[src/rtl/vga_timing_pkg.sv]
// Shared 640x480@60 raster constants, coordinate type and sync/window helpers.
// Latency: none (constants and pure functions only).
// Backpressure: not applicable.
package vga_timing_pkg;

  // Coordinate width; every raster dimension must fit in it.
  localparam int COORD_W   = 10;
  localparam int COORD_MAX = 1 << COORD_W;

  // Colour channel width used by the graphics renderer.
  localparam int COLOR_W = 3;

  // 640x480@60 horizontal timing, in pixels.
  localparam int VGA_H_DISPLAY = 640;
  localparam int VGA_H_FRONT   = 16;
  localparam int VGA_H_SYNC    = 96;
  localparam int VGA_H_BACK    = 48;
  localparam int VGA_H_TOTAL   = VGA_H_DISPLAY + VGA_H_FRONT + VGA_H_SYNC + VGA_H_BACK;

  // 640x480@60 vertical timing, in lines.
  localparam int VGA_V_DISPLAY = 480;
  localparam int VGA_V_FRONT   = 10;
  localparam int VGA_V_SYNC    = 2;
  localparam int VGA_V_BACK    = 33;
  localparam int VGA_V_TOTAL   = VGA_V_DISPLAY + VGA_V_FRONT + VGA_V_SYNC + VGA_V_BACK;

  // 100 MHz system clock down to the 25 MHz pixel rate.
  localparam int VGA_CLK_DIV = 4;

  // One raster position.
  typedef struct packed {
    logic [COORD_W-1:0] x;
    logic [COORD_W-1:0] y;
  } coord_t;

  // Drive a sync line: the active level is pol, the idle level its inverse.
  function automatic logic sync_level(input logic active, input logic pol);
    return active ? pol : ~pol;
  endfunction

  // Half-open window test lo <= c < hi.
  function automatic logic in_window(input logic [COORD_W-1:0] c,
                                     input logic [COORD_W-1:0] lo,
                                     input logic [COORD_W-1:0] hi);
    return (c >= lo) && (c < hi);
  endfunction

endpackage

[src/rtl/pixel_tick_div.sv]
// Clock-enable divider: tick is high for one clk out of every CLK_DIV clks.
// Latency: first tick is the clk in which div_cnt reaches CLK_DIV-1 (CLK_DIV-1 edges after reset).
// Backpressure: none, free-running.
module pixel_tick_div #(
  parameter int CLK_DIV = 4
) (
  input  logic clk,
  input  logic reset,
  output logic tick
);

  // A 1-bit counter still works for CLK_DIV = 1: it simply stays at 0.
  localparam int              DIV_W    = (CLK_DIV > 1) ? $clog2(CLK_DIV) : 1;
  localparam logic [DIV_W-1:0] DIV_LAST = DIV_W'(CLK_DIV - 1);

  generate
    if (CLK_DIV < 1) begin : g_bad_div
      $error("pixel_tick_div: CLK_DIV must be 1 or more");
    end
  endgenerate

  logic [DIV_W-1:0] div_cnt;

  // Count 0..CLK_DIV-1 and wrap.
  always_ff @(posedge clk or negedge reset) begin
    if (!reset) begin
      div_cnt <= '0;
    end else if (div_cnt == DIV_LAST) begin
      div_cnt <= '0;
    end else begin
      div_cnt <= div_cnt + 1'b1;
    end
  end

  // With CLK_DIV = 1 the compare is always true, so tick is held high.
  assign tick = (div_cnt == DIV_LAST);

endmodule

[src/rtl/vga_timing_gen.sv]
// Raster-scan timing: pixel enable, coordinates, video_on, h/v sync, line and frame ticks.
// Latency: outputs are a registered decode of the coordinate the counters load on the same edge,
//          so p_tick, pix_x/pix_y, video_on, syncs and line/frame ticks all change together.
// Backpressure: none; free-running, consumers sample on p_tick.
module vga_timing_gen
  import vga_timing_pkg::*;
#(
  parameter int H_DISPLAY = VGA_H_DISPLAY,
  parameter int H_FRONT   = VGA_H_FRONT,
  parameter int H_SYNC    = VGA_H_SYNC,
  parameter int H_BACK    = VGA_H_BACK,
  parameter int V_DISPLAY = VGA_V_DISPLAY,
  parameter int V_FRONT   = VGA_V_FRONT,
  parameter int V_SYNC    = VGA_V_SYNC,
  parameter int V_BACK    = VGA_V_BACK,
  parameter int CLK_DIV   = VGA_CLK_DIV,
  parameter bit SYNC_POL  = 1'b0
) (
  input  logic               clk,
  input  logic               reset,
  output logic               p_tick,
  output logic [COORD_W-1:0] pix_x,
  output logic [COORD_W-1:0] pix_y,
  output logic               video_on,
  output logic               hsync,
  output logic               vsync,
  output logic               line_tick,
  output logic               frame_tick
);

  localparam int H_TOTAL = H_DISPLAY + H_FRONT + H_SYNC + H_BACK;
  localparam int V_TOTAL = V_DISPLAY + V_FRONT + V_SYNC + V_BACK;

  generate
    if (H_TOTAL > COORD_MAX) begin : g_bad_h
      $error("vga_timing_gen: H_TOTAL does not fit the coordinate width");
    end
    if (V_TOTAL > COORD_MAX) begin : g_bad_v
      $error("vga_timing_gen: V_TOTAL does not fit the coordinate width");
    end
  endgenerate

  // Raster landmarks at coordinate width.
  localparam logic [COORD_W-1:0] H_LAST = COORD_W'(H_TOTAL - 1);
  localparam logic [COORD_W-1:0] V_LAST = COORD_W'(V_TOTAL - 1);
  localparam logic [COORD_W-1:0] H_VIS  = COORD_W'(H_DISPLAY);
  localparam logic [COORD_W-1:0] V_VIS  = COORD_W'(V_DISPLAY);
  localparam logic [COORD_W-1:0] HS_ON  = COORD_W'(H_DISPLAY + H_FRONT);
  localparam logic [COORD_W-1:0] HS_OFF = COORD_W'(H_DISPLAY + H_FRONT + H_SYNC);
  localparam logic [COORD_W-1:0] VS_ON  = COORD_W'(V_DISPLAY + V_FRONT);
  localparam logic [COORD_W-1:0] VS_OFF = COORD_W'(V_DISPLAY + V_FRONT + V_SYNC);

  logic   tick;
  coord_t pos;
  coord_t pos_nxt;
  logic   h_wrap;

  pixel_tick_div #(
    .CLK_DIV (CLK_DIV)
  ) u_pixel_tick_div (
    .clk   (clk),
    .reset (reset),
    .tick  (tick)
  );

  // Next raster position: step h on each tick, step v on the h wrap.
  always_comb begin
    pos_nxt = pos;
    h_wrap  = 1'b0;
    if (tick) begin
      if (pos.x == H_LAST) begin
        pos_nxt.x = '0;
        h_wrap    = 1'b1;
        if (pos.y == V_LAST) begin
          pos_nxt.y = '0;
        end else begin
          pos_nxt.y = pos.y + 1'b1;
        end
      end else begin
        pos_nxt.x = pos.x + 1'b1;
      end
    end
  end

  // Horizontal and vertical counters.
  always_ff @(posedge clk or negedge reset) begin
    if (!reset) begin
      pos <= '0;
    end else begin
      pos <= pos_nxt;
    end
  end

  // Output stage: decode the coordinate being loaded so every output describes the same pixel
  // and p_tick marks the edge on which that pixel appears.
  always_ff @(posedge clk or negedge reset) begin
    if (!reset) begin
      p_tick     <= 1'b0;
      line_tick  <= 1'b0;
      frame_tick <= 1'b0;
      pix_x      <= '0;
      pix_y      <= '0;
      video_on   <= 1'b0;
      hsync      <= ~SYNC_POL;
      vsync      <= ~SYNC_POL;
    end else begin
      p_tick     <= tick;
      line_tick  <= h_wrap;
      // Entering (0, V_DISPLAY) is the start of vertical blanking.
      frame_tick <= h_wrap && (pos_nxt.y == V_VIS);
      pix_x      <= pos_nxt.x;
      pix_y      <= pos_nxt.y;
      video_on   <= (pos_nxt.x < H_VIS) && (pos_nxt.y < V_VIS);
      hsync      <= sync_level(in_window(pos_nxt.x, HS_ON, HS_OFF), SYNC_POL);
      vsync      <= sync_level(in_window(pos_nxt.y, VS_ON, VS_OFF), SYNC_POL);
    end
  end

endmodule

[config.mk]
export PLATFORM = sky130hd
export DESIGN_NAME = vga_timing_gen
export DESIGN_NICKNAME = d
export VERILOG_FILES = /design/src/rtl/vga_timing_pkg.sv /design/src/rtl/pixel_tick_div.sv /design/src/rtl/vga_timing_gen.sv
export SDC_FILE = /design/constraint.sdc
export NUM_CORES = 1
export LEC_CHECK = 0
export CAP_MARGIN = 40
export CORE_MARGIN = 2
export CORE_UTILIZATION = 30
export CTS_BUF_LIST = sky130_fd_sc_hd__clkbuf_16
export DETAILED_ROUTE_END_ITERATION = 16
export HOLD_SLACK_MARGIN = 0.12
export PLACE_DENSITY = 0.54
export RECOVER_POWER = 100
export SYNTH_ARGS = -nofsm -noshare
export SYNTH_HDL_FRONTEND = slang
export SYNTH_SLANG_ARGS = --single-unit
[constraint.sdc]
create_clock -name clk -period 2.26 [get_ports clk]
set_input_delay 0.339 -clock clk [delete_from_list [all_inputs] [get_ports clk]]
set_output_delay 0.339 -clock clk [all_outputs]
set_load 0.01 [all_outputs]
# ---- After elaboration in Yosys (flattened, before gate mapping)
# Cells that the tools add are included.
dict set report totals {
  regBits 28
  memories 0
  in_bits 2
  out_inout_bits 26
  romBits 0
  wordCells 35
  ram_bits 0
  latch_bits 0
}
dict set report op_classes {
  bitwise 0
  mux 9
  n_mul 0
  eq_ne 4
  n_lt_le_gt_ge 6
  n_addsub 3
  n_shift 0
  div_mod_pow 0
  n_reduce_logical 4
}
# cell n
set ops {}
lappend ops {{two-way mux 10 bit} 3}
lappend ops {{adder 10 x 1 -> 10 bit, second input constant} 2}
lappend ops {{equality test 10 bit, second input constant} 2}
lappend ops {{< comparator 10 bit, second input constant} 2}
lappend ops {{< comparator 10 x 9 -> 1 bit, second input constant} 2}
lappend ops {{two-way mux 20 bit} 1}
lappend ops {{equality test 10 x 9 -> 1 bit, second input constant} 1}
lappend ops {{greater-or-equal comparator 10 bit, second input constant} 1}
lappend ops {{greater-or-equal comparator 10 x 9 -> 1 bit, second input constant} 1}
lappend ops {{logical AND 1 bit} 4}
lappend ops {{two-way mux 1 bit} 4}
lappend ops {{adder 2 x 1 -> 2 bit, second input constant} 1}
lappend ops {{equality test 2 bit, second input constant} 1}
lappend ops {{two-way mux 2 bit} 1}

# ---- Longest topological paths before layout
# Gate-level depths: netlist of run 1.
dict set report depth {
  word_depth 7
  mapped_depth 10
  ltp_nobuf 8
}

# ---- Cells and area by module
# A second synthesis of run 1 with hierarchy kept.
dict set report unflattened {
  hier_cells 149
  hier_area_um2 1491.4
}
# module cells_per_inst n_inst area_each_um2 seq_area_each_um2
set by_module_without_submodules {}
lappend by_module_without_submodules {vga_timing_gen 145 1 1425.1 653.1}
lappend by_module_without_submodules {pixel_tick_div 4 1 66.3 50.0}

# ---- Worst setup path after synthesis of run 1
# Ideal clock, no wire load.
dict set report synth_timing {
  kind {register to register}
  from {reg u_pixel_tick_div.div_cnt[0]}
  to {reg frame_tick}
  arrival_time_ps 2291
  slack_ps -98
  path_buffers 2
  stages_incl_launch_ff 10
  period_less_slack_ps 2358
  cell_sequence {dfrtp_1 -> ha_1 -> clkbuf_1 -> nand2_1 -> or4_4 -> buf_6 -> nor4_4 -> xor2_1 -> and4_1 -> and3_1}
}
# item line_no
set synth_lines {}
lappend synth_lines {{start, declared} pixel_tick_div.sv:22} ;# logic [DIV_W-1:0] div_cnt;
lappend synth_lines {{start signal, assigned} pixel_tick_div.sv:31} ;# div_cnt <= div_cnt + 1'b1;
lappend synth_lines {{end signal, assigned} vga_timing_gen.sv:110} ;# frame_tick <= h_wrap && (pos_nxt.y == V_VIS);
lappend synth_lines {{end, declared} vga_timing_gen.sv:28} ;# output logic frame_tick

==> run summary, run 1 <==
status = finished, violations left
failing checks = max-capacitance violations, max-slew violations
actual slew at the worst max-slew pin = 1520 ps
FF-to-FF setup slack = 40 ps
Max Root-Sink Buffers = 2
Sink Count = 28
top_reg_cell synth = dfrtp_1
RR Endpoint = frame_tick
vias in the first global route = 1148
core box area = 0.00438 mm^2
Crit path max-delay family = simple AND/OR/NAND/NOR gates
first-pass GRT wire length = 5530 um
Crit path depth = 7
TritonCTS clock tree = yes
CP Class = reg2reg
Worst EP arrival = 2430 ps
via total after detailed routing = 1142
hold path depth = 1
hold path endpoint = u_pixel_tick_div.div_cnt[0]
H-tree level count = 1
Hold Fails Final Rpt = 0
synthesis-to-layout area growth = 37.7%
drt total wl = 3410 um
I/O pin count = 28
Leak = 0.876 nW
Num CTS Buffers = 3
Tot GR Track Use = 0.140
Hold Startpoint = u_pixel_tick_div.div_cnt[0]
hpwl dp = 2420 um
Period Utilization, post-route = 0.984
slew margin rel. = -0.0126
clk slew on worst S/H paths = 70 ps
synthesized flop and latch total = 28
PD cells = 484 mW/mm^2
initial antenna violation count = 0
final setup fails = 0
gr ovfl total = 0
Max stage delay cell, worst path = or4_4
Die ar. = 0.00515 mm^2
placed cell area = 0.00177 mm^2
Worst Reg-to-Reg Cells = 7
DRT Pass-1 Iters = 4
Post-Syn Instances = 133
largest net degree at the start of global routing = 29
Startpoint Class = flop
layout cell share with drive strength beyond 1 = 0.167
final non-filler cell total = 226
MaxCap Viol Count = 1
Distinct cells, synth = 37
largest stage delay on the critical path = 540 ps
VDD IR max = 0.000359 V
Post-synth EDFFs = 0
fin worst setup slack = 35.8 ps
clk root buf = clkbuf_16
Worst-Skew Late Latency = 260 ps
ANT cells = 0
Hold Crit Class = reg2reg
routability cong. = 0.851
Synth Net Count = 139
die height = 71.8 um
Starting Density = 0.314
clk_skew = 3.21 ps
Antenna Nets Post-Route = 0
Crit path required time = 2460 ps
WP buf/inv = 1
total negative slack = 0 ps
fmax = 450 MHz
register area share after synthesis = 0.510
Setup Slack @ Placement = 27.1 ps
fin nets = 181
final instance area = 0.00190 mm^2
Critical Path End Type = flop
Die W = 71.8 um
row count = 24
fin. max-slew vios = 29
PortBufs = 27
Initial DRC Count = 36
Avg WL per Cell = 15.1 um
synthesized area = 0.00138 mm^2
drt drc = 0
crit path max fanout = 8
syn_area_per_cell = 10.4 um^2
via-per-instance ratio = 5.05
post-layout minimum cycle time = 2220 ps
worst path cell trace = or3_4, or4_4, inv_6, nand3_2, xnor2_2, and4_4, and3_1
yosys warns = 0
r2r startpoint = pix_x[7]
Synth async-reset ratio = 1.00
PnR Total Power = 0.919 mW
Inst Count DP = 218
report_power, final:
group          internal, mW  leakage, nW  switching [mW]
combinational       0.00181        0.475         0.00966
clock                 0.237       0.0385           0.169
sequential            0.501        0.363               0
total                 0.740        0.876           0.179
area by class of cell:
class                           instances  area (um^2)
Clock buffer                            3         75.1
Clock inverter                          1         3.75
Fill cell                             434         2490
Inverter                                5         23.8
Multi-Input combinational cell         95          654
Sequential cell                        28          704
Tap cell                               52         65.1
Timing Repair Buffer                   42          372
worst register-to-register path: stages, from the launching register on:
cell,delay [ps]
dfrtp_1,390
or3_4,390
or4_4,540
inv_6,100
nand3_2,110
xnor2_2,220
and4_4,270
and3_1,150
synth_stat cells (all sizes together) (2+ instances only):
cell type  count  area (um^2)
o21ai          4         20.0
nand2         10         37.5
clkbuf         3         11.3
nand3          9         45.0
nand4          4         25.0
xor2           4         35.0
a31oi          5         31.3
and3           6         37.5
xnor2         10         87.6
nor4           2         27.5
and4           2         17.5
nand2b         5         31.3
ha             4         50.1
dfstp          2         52.6
inv            5         18.8
buf            2         16.3
or3            2         12.5
nor3           2         10.0
dfrtp         26          651
nor2          12         45.0
through the flow:
stage | hold WS (ps) | utilization
floorplan | 43.4 | -
global placement | 417 | 0.404
detailed placement | 428 | 0.404
CTS | 439 | 0.424
global route | 477 | 0.433
finish | 435 | 0.433
routing by layer:
layer / vias to the layer above / share of wire / global-route usage
li1: 555 / - / -
met1: 551 / 0.44 / 0.181
met2: 31 / 0.48 / 0.226
met3: 5 / 0.061 / 0.0380
met4: 0 / 0.015 / 0.0524
met5: - / 0 / 0
cell families (layout without fill, tap and decap cells):
logic type               count (synthesis)  in the layout  synth area share
flip-flops                              28             28             0.510
multiplexers                             2              2            0.0154
AND/OR/NAND/NOR                         57             57             0.229
adder cells (fa/ha/maj)                  4              4            0.0363
AO/OA/AOI/OAI                           18             18            0.0871
buffers and inverters                   10             51            0.0336
XOR/XNOR                                14             14            0.0889
state kept, by name (all words and copies together) (netlist names):
name,count
vsync,1
line_tick,1
u_pixel_tick_div.div_cnt,2
hsync,1
pix_y,10
frame_tick,1
p_tick,1
video_on,1
pix_x,10
worst max-delay path by stage:
| stage | start | end | slack, ps |
|---|---|---|---|
| finish | pix_x[7] | frame_tick | 40 |
| global route | pix_x[7] | frame_tick | -30 |
| CTS | pix_x[7] | frame_tick | 4 |
| detailed placement | pix_x[7] | frame_tick | 30 |
| global placement | pix_x[7] | frame_tick | 90 |
| floorplan | pix_x[7] | frame_tick | 10 |
timing repair:
action / CTS / global route
pin swaps: 1 / 3
endpoints found under the setup margin: 1 / 4
buffers inserted: 0 / 4
hold buffers: 0 / 0
resized for setup: 1 / 7
layout by cell type (no fill, tap or decap), types with 2 or more instances in the layout:
cell type        instances
dfrtp_1                 25
dlygate4sd3_1           21
nor2_1                  12
buf_4                   12
nand2_1                 10
xnor2_1                  9
nand3_1                  8
and3_1                   6
clkdlybuf4s50_1          6
a31oi_1                  5
nand2b_1                 5
inv_1                    4
xor2_1                   4
o21ai_0                  4
nand4_1                  4
ha_1                     4
clkbuf_16                3
clkbuf_1                 3
nor3_1                   2
dfstp_2                  2
No activity file was read; power rests on OpenSTA's default activity.
==> run 2, diff against run 1 <==
--- a/config.mk
+++ b/config.mk
@@ -5,6 +5,7 @@
 export SDC_FILE = /design/constraint.sdc
 export NUM_CORES = 1
 export LEC_CHECK = 0
+export ABC_CLOCK_PERIOD_IN_PS = 2260
 export CAP_MARGIN = 40
 export CORE_MARGIN = 2
 export CORE_UTILIZATION = 30
==> results of run 2 <==
No change in the layout: final DEF, timing and power equal those of run 1.
==> run 3, diff against run 2 <==
--- a/config.mk
+++ b/config.mk
@@ -14,6 +14,8 @@
 export HOLD_SLACK_MARGIN = 0.12
 export PLACE_DENSITY = 0.54
 export RECOVER_POWER = 100
+export SETUP_SLACK_MARGIN = 0.02
 export SYNTH_ARGS = -nofsm -noshare
 export SYNTH_HDL_FRONTEND = slang
 export SYNTH_SLANG_ARGS = --single-unit
+export TNS_END_PERCENT = 20
==> run 3 against run 2 <==
  * The run now ends clean
  * Combinational power grew 3%
  * Design area grew 0.33%
  * Wire length grew 0.15%
  * Worst setup slack gained 37 ps
  * Non-clock buffer count is the same
  * Critical path depth is the same
  * Worst hold slack is essentially flat
  * Utilization grew 0.14 points
  * Via count grew 0.61%
  * Clock power is essentially flat
  * Final cell count is the same
  * First-iteration DRC count grew 61%
  * Critical path type unchanged
  * Largest power group unchanged
==> run summary, run 3 (synthesized netlist as in run 1, its figures left out) <==
crit path max fanout = 8 (unchanged)
ANT cells = 0 (unchanged)
Worst Reg-to-Reg Cells = 7 (unchanged)
hold path depth = 1 (unchanged)
clk slew on worst S/H paths = 70 ps (about the same)
Seq pwr share = 0.545 (about the same)
drt total wl = 3410 um (+0.15%)
layout cell share with drive strength beyond 1 = 0.167 (unchanged)
Hold Fails Final Rpt = 0 (unchanged)
final setup fails = 0 (unchanged)
Crit path max-delay family = simple AND/OR/NAND/NOR gates
first-pass GRT wire length = 5530 um (unchanged)
Inst Count DP = 218 (unchanged)
fmax = 457 MHz (+1.7%)
RR Endpoint = frame_tick
routability cong. = 0.851 (unchanged)
WP buf/inv = 1 (unchanged)
Initial DRC Count = 58 (+61%)
slew margin rel. = 0.752 (+0.765)
Startpoint Class = flop
via-per-instance ratio = 5.08 (+0.61%)
FF-to-FF setup slack = 70 ps (+40 ps)
drt drc = 0 (unchanged)
TritonCTS clock tree = yes
synthesis-to-layout area growth = 38.1%
via total after detailed routing = 1149 (+0.61%)
PD cells = 482 mW/mm^2 (-0.36%)
Hold Crit Class = reg2reg
commonest non-fill, non-tap cells in the layout = dlygate4sd3_1 (27), dfrtp_1 (25), buf_4 (13)
largest stage delay on the critical path = 540 ps (about the same)
PortBufs = 27 (unchanged)
Num CTS Buffers = 3 (unchanged)
I/O pin count = 28 (unchanged)
clk root buf = clkbuf_16
fin worst setup slack = 72.9 ps (+37.1 ps)
switching part of the total power = 0.194 (-0.000751)
gr ovfl total = 0 (unchanged)
biggest regs = pix_x (10), pix_y (10), u_pixel_tick_div.div_cnt (2)
r2r startpoint = pix_x[7]
Die W = 71.8 um (unchanged)
MaxCap Viol Count = 0 (-1)
Period Utilization, post-route = 0.968 (-0.0164)
Worst EP arrival = 2390 ps (-40 ps)
row count = 24 (unchanged)
die height = 71.8 um (unchanged)
most common cell after layout, fill and taps aside = dlygate4sd3_1
Worst-Skew Late Latency = 260 ps (about the same)
Tot GR Track Use = 0.140 (unchanged)
H-tree level count = 1 (unchanged)
Logic pwr share = 0.013 (about the same)
Sink Count = 28 (unchanged)
Critical Path End Type = flop
Die ar. = 0.00515 mm^2 (unchanged)
Leak = 0.897 nW (+2.4%)
fin nets = 181 (unchanged)
Crit path required time = 2460 ps (about the same)
initial antenna violation count = 0 (unchanged)
total negative slack = 0 ps (unchanged)
post-layout minimum cycle time = 2190 ps (-37.1 ps)
Max Root-Sink Buffers = 2 (unchanged)
hold path endpoint = u_pixel_tick_div.div_cnt[0]
Clk pwr share = 0.442 (about the same)
Starting Density = 0.314 (unchanged)
vias in the first global route = 1148 (unchanged)
VDD IR max = 0.000359 V (about the same)
Avg WL per Cell = 15.1 um (+0.15%)
actual slew at the worst max-slew pin = 371 ps (-1150 ps)
Max stage delay cell, worst path = or4_4
hpwl dp = 2420 um (unchanged)
status = finished clean
core box area = 0.00438 mm^2 (unchanged)
Setup Slack @ Placement = 27.1 ps (unchanged)
worst path cell trace = or3_4, or4_4, inv_6, nand3_4, xnor2_2, and4_4, and3_1
DRT Pass-1 Iters = 4 (unchanged)
Hold Startpoint = u_pixel_tick_div.div_cnt[0]
final non-filler cell total = 226 (unchanged)
largest net degree at the start of global routing = 29 (unchanged)
cell internal power dissipation = 0.741 mW (about the same)
clk_skew = 2.96 ps (-0.247 ps)
P_sw = 0.178 mW (-0.42%)
fin. max-slew vios = 0 (-100%)
Antenna Nets Post-Route = 0 (unchanged)
hold_buf cts = 0 (unchanged)
CP Class = reg2reg
[run 3: power by group through the flow]
stage	clock network (mW)	logic, mW	registers [mW]
after floorplan	0	0.000000280	0.511
after global placement	0	0.0131	0.511
after detailed placement	0	0.0134	0.511
after CTS	0.417	0.0134	0.501
after global routing	0.442	0.0143	0.501
final	0.406	0.0119	0.501
[run 3: repair_timing]
| item | CTS | global route |
|---|---|---|
| setup endpoints to repair | 2 | 4 |
| pin swaps | 1 | 3 |
| resized for setup | 2 | 5 |
| setup buffers | 0 | 4 |
[run 3: area by class of cell]
| type | instances | area, um^2 |
|---|---|---|
| Sequential cell | 28 | 704 |
| Clock buffer | 3 | 75.1 |
| Tap cell | 52 | 65.1 |
| Clock inverter | 1 | 3.75 |
| Fill cell | 431 | 2480 |
| Timing Repair Buffer | 42 | 375 |
| Inverter | 5 | 23.8 |
| Multi-Input combinational cell | 95 | 657 |
[run 3: worst max-delay path by stage]
| stage | endpoint | slack, ps | cells past startpoint | from |
|---|---|---|---|---|
| after global placement | frame_tick | 90 | 7 | pix_x[7] |
| final | frame_tick | 70 | 7 | pix_x[7] |
| after floorplan | frame_tick | 10 | 8 | pix_x[7] |
| after global routing | video_on | -10 | 7 | pix_x[7] |
| after CTS | frame_tick | 20 | 7 | pix_x[7] |
| after detailed placement | frame_tick | 30 | 7 | pix_x[7] |
[run 3: worst reg2reg max path, delay by kind of cell, from the launching register on]
| kind | cells | cell delay, ps |
|---|---|---|
| and+or+nand+nor | 5 | 1420 |
| buffers and inverters | 1 | 110 |
| DFF | 1 | 390 |
| xor gates and xnor gates | 1 | 210 |
[run 3: metal layers]
layer  global-route usage  part of all wire  vias up
met3               0.0380             0.055        7
met1                0.181              0.45      560
met5                    0                 0        -
met4               0.0524             0.021        0
li1                     -                 -      555
met2                0.226              0.48       27
[run 3: through the flow]
stage	instance area (um^2)	util	hold slack, ps	power, mW
final	1900	0.434	435	0.919
after detailed placement	1770	0.404	428	0.524
after global placement	1770	0.404	417	0.524
after floorplan	1380	-	43.4	0.511
after CTS	1860	0.424	439	0.931
after global routing	1900	0.434	477	0.957
